### src/rtl/event_rr_encoder.sv
// event_rr_encoder: rising-edge event capture with pending vector and round-robin/fixed index encoder
module event_rr_encoder #(
    parameter int RR_EN = 1
) (
    input  logic       clk,
    input  logic       rst_n,
    input  logic [7:0] D,
    input  logic       ready,
    output logic [2:0] Y,
    output logic       valid,
    output logic [7:0] pend,
    output logic       ovf
);
    logic [7:0] d_q, d_d, pend_q, pend_d, rise, rot, clr;
    logic [2:0] y_q, y_d, ptr_q, ptr_d, off, sel;
    logic [3:0] base;
    logic       valid_q, valid_d, ovf_q, ovf_d, free, load;
    always_comb begin
        rise    = D & ~d_q;
        free    = !valid_q || ready;
        base    = RR_EN != 0 ? {1'b0, ptr_q} + 4'd1 : 4'd0;
        rot     = 8'({pend_q, pend_q} >> base);
        off     = 3'd0;
        for (int i = 7; i >= 0; i--) if (rot[i]) off = 3'(i);
        sel     = base[2:0] + off;
        load    = free && (pend_q != 8'h00);
        clr     = load ? 8'd1 << sel : 8'h00;
        pend_d  = (pend_q & ~clr) | rise;
        ovf_d   = |(rise & pend_q & ~clr);
        valid_d = free ? load : valid_q;
        y_d     = load ? sel : y_q;
        ptr_d   = load ? sel : ptr_q;
        d_d     = D;
    end
    always_ff @(posedge clk) begin
        if (!rst_n) begin
            y_q     <= 3'd0;
            valid_q <= 1'b0;
            pend_q  <= 8'h00;
            ovf_q   <= 1'b0;
            ptr_q   <= 3'd7;
            d_q     <= 8'hFF;
        end else begin
            y_q     <= y_d;
            valid_q <= valid_d;
            pend_q  <= pend_d;
            ovf_q   <= ovf_d;
            ptr_q   <= ptr_d;
            d_q     <= d_d;
        end
    end
    assign Y     = y_q;
    assign valid = valid_q;
    assign pend  = pend_q;
    assign ovf   = ovf_q;
endmodule

### config.mk
export PLATFORM = sky130hd
export DESIGN_NAME = event_rr_encoder
export DESIGN_NICKNAME = d
export VERILOG_FILES = /design/src/rtl/event_rr_encoder.sv
export SDC_FILE = /design/constraint.sdc
export NUM_CORES = 1
export LEC_CHECK = 0
export ABC_AREA = 0
export CAP_MARGIN = 10
export CORE_MARGIN = 1.5
export CORE_UTILIZATION = 34
export DETAILED_ROUTE_END_ITERATION = 6
export GPL_TIMING_DRIVEN = 0
export HOLD_SLACK_MARGIN = 0.06
export PLACE_DENSITY_LB_ADDON = 0.25
export SKIP_CTS_REPAIR_TIMING = 1
export SKIP_LAST_GASP = 1
export SLEW_MARGIN = 20
export SYNTH_ARGS = -nofsm -noshare
export SYNTH_HDL_FRONTEND = slang
export SYNTH_SLANG_ARGS = --single-unit
### constraint.sdc
create_clock -name clk -period 4.2 [get_ports clk]
set_input_delay 0.84 -clock clk [delete_from_list [all_inputs] [get_ports clk]]
set_output_delay 0.84 -clock clk [all_outputs]
set_load 0.02 [all_outputs]
==> results.toml <==
[place]
dpl.hpwl_um = 3410
gp_congestion = 0.793
post_dp_cell_area_um2 = 2090
io_buffer_count = 23

[final_layout]
final_util_pct = 43.2
drive_gt1_share_pct = 15.1
area_growth_pct = 23.7
final_nets = 267
antenna_cells = 0
final_cell_area_um2 = 2190
fillers = 533

[routing]
wl_met1_um = 2230
first_iter_violations = 145
top_layer_used = "met4"
drcViolationCount = 0
wl_met2_um = 2150
wl_met3_um = 200
post_drt_wl_per_cell_um = 14.6
via_count = 1694
via_per_inst = 5.28
antenna_left = 0
dr.pass1.iters = 4
wl_um = 4680

[floorplan]
dieHeight_um = 75.2
die_w_um = 75.2
initial_utilization_pct = 34.9
coreArea_um2 = 5070
num_rows = 26
ios = 24
dieArea_um2 = 5660

[power]
leakagePower_uw = 0.000845
switching_share_pct = 50.0
internal-power_uw = 887
ir_drop_v = 0.000348
p_clk_share_pct = 7.5
pwr_density_cell_nw_per_um2 = 810
combPwrFrac_pct = 76.0
switching_power_uw = 888
seq_power_share_pct = 16.5

[timing]
report.final.slew_viol_count = 0
slew_headroom_pct = 54.7
setup_violations = 0
max_freq_mhz = 249
skew_ns = 0.00820
worstMarginPinSlew_ns = 0.674
min_period_ns = 4.02
hold_violations = 0
period_share_pct = 95.8
rsz0062_at_grt = "true"

[global_routing]
grt_pass1_wl_um = 7630
grt_overflow = 0
grt_pass1_vias = 1584
globalRouteTotalUtil_pct = 17.4
antenna_found_initial = 0
grt_max_degree = 13

[outcome]
status = "finished clean"

[clocking]
root_buffer = "clkbuf_8"
clkTransAtPathRegs_ns = 0.08
cts_buffer_depth = 2
htreeDepth = 1
clock-sinks = 24
cts_buffers = 3
insertion_delay_ns = 0.27
cts_tree = "yes"

[yosys]
syn_nets = 238
yosys_warnings = 0
synth_area_per_cell_um2 = 7.91
synth_edf_count = 0
synth_seq_cells = 24
synth.distinct_cells = 47
async_flop_share_pct = 0
synth_top_flop_cell = "dfxtp_1"
syn_area_um2 = 1770
synth_cells = 224
ys_seq_area_share_pct = 27.1

[run]
drv_cap = 0

[setup_path]
worstSetupPathType = "reg -> reg"
endpoint_kind = "register"
cp_data_arrival_time_ns = 4.17
cp.required_ns = 4.34
setup.worst_path.start_class = "register"
crit_fanout = 10

[hold_path]
hold_path.class = "reg -> reg"
synthesized netlist by cell type (3+ instances only):
| library cell | n | share of area [%] |
|---|---|---|
| a21oi_1 | 19 | 5.4 |
| a31oi_1 | 3 | 1.1 |
| buf_2 | 7 | 2.0 |
| clkbuf_1 | 8 | 1.7 |
| dfxtp_1 | 24 | 27 |
| inv_1 | 9 | 1.9 |
| mux2_2 | 4 | 2.5 |
| mux2i_1 | 10 | 5.6 |
| nand2_1 | 13 | 2.8 |
| nand2b_1 | 16 | 5.6 |
| nand3_1 | 3 | 0.85 |
| nand4_1 | 3 | 1.1 |
| nor2_1 | 18 | 3.8 |
| nor2b_1 | 3 | 1.1 |
| nor3_1 | 18 | 5.1 |
| nor3b_1 | 5 | 2.1 |
| nor3b_2 | 3 | 2.1 |
| nor4_1 | 6 | 2.1 |
| o21ai_0 | 3 | 0.85 |
| o21ai_1 | 5 | 1.4 |
| o31ai_1 | 3 | 1.3 |
| xnor2_1 | 4 | 2.0 |
state kept, by name, indices dropped and copies added (netlist names):
name,cells
valid,1
ovf,1
Y,3
d_q,8
pend,8
ptr_q,3
area by class of cell:
cell class                      instances  area [µm²]  area share [%]
Sequential cell                        24         482            22.0
Tap cell                               70        87.6            3.99
Inverter                                9        33.8            1.54
Multi-Input combinational cell        174        1210            55.4
Clock buffer                            3        41.3            1.88
Buffer                                 16        88.8            4.05
Timing Repair Buffer                   25         245            11.2
critical path, stage by stage (launching register included):
cell       delay, ns
dfxtp_2         0.40
clkbuf_4        0.25
mux2i_2         0.27
mux2i_1         0.15
a21oi_1         0.14
nor2_1          0.06
o221ai_1        0.24
a21oi_1         0.10
o32ai_1         0.28
ha_1            0.20
inv_1           0.05
fa_1            0.41
xnor2_2         0.26
xnor2_2         0.16
nand4b_1        0.15
a2111oi_2       0.40
a211oi_1        0.09
a31oi_1         0.17
o221ai_1        0.13
path summary, 6_finish.rpt:
kind | to | depth (start not counted) | slack [ns] | startpoint
max | ovf | 18 | 0.18 | ptr_q[1]
min reg2reg | Y[2] | 2 | 0.47 | Y[2]
max reg2reg | ovf | 18 | 0.18 | ptr_q[1]
min | Y[2] | 2 | 0.47 | Y[2]
metal layers:
layer | global-route usage [%] | vias up
met5 | 0 | -
met4 | 5.56 | 0
met2 | 27.9 | 49
met1 | 24.3 | 769
li1 | - | 863
met3 | 2.41 | 13
metrics by stage:
stage / instances / hold slack, ns / power [µW] / setup WS (ns) / setup TNS, ns
after global placement: 317 / 0.454 / 1490 / -0.201 / -0.243
after CTS: 320 / 0.469 / 1630 / -0.176 / -0.207
after global routing: 321 / 0.484 / 1910 / -0.144 / -0.144
final: 321 / 0.466 / 1780 / 0.176 / 0
after floorplan: 224 / 0.479 / 1210 / 0.502 / 0
after detailed placement: 317 / 0.450 / 1490 / -0.154 / -0.160
cells in the final DEF, fill, tap and decap left out, types with 3 or more instances in the layout:
master and n:
mux2i_1 9, clkdlybuf4s50_1 23, nand4_1 3, nand2b_1 16, nor4_1 6, a31oi_1 3
nor2b_1 3, nor3b_2 3, nor3_1 18, o21ai_1 5, nor2_1 18, nand2_1 13
o21ai_0 3, dfxtp_1 23, mux2_2 4, a21oi_1 19, inv_1 9, o31ai_1 3
nor3b_1 5, buf_2 6, xnor2_2 3, clkbuf_1 5, nand3_1 3, clkbuf_8 3
power groups by stage:
stage / registers [µW] / clock network, µW / logic, µW
3_5_place_dp: 294 / 0 / 1190
6_report: 293 / 134 / 1350
3_3_place_gp: 294 / 0 / 1190
5_1_grt: 298 / 148 / 1460
2_1_floorplan: 316 / 0 / 893
4_1_cts: 289 / 140 / 1200
kinds of logic (layout without fill, tap and decap cells):
logic type	count (synthesis)	count (layout)	synth area share, %
AOI/OAI and AO/OA	48	48	17.5
xor gates and xnor gates	5	5	2.89
adders and majority gates	3	3	2.54
buffers and inverters	26	53	6.85
DFF	24	24	27.1
muxes	14	14	8.19
and+or+nand+nor	104	104	34.9
No activity file was read; power rests on OpenSTA's default activity.
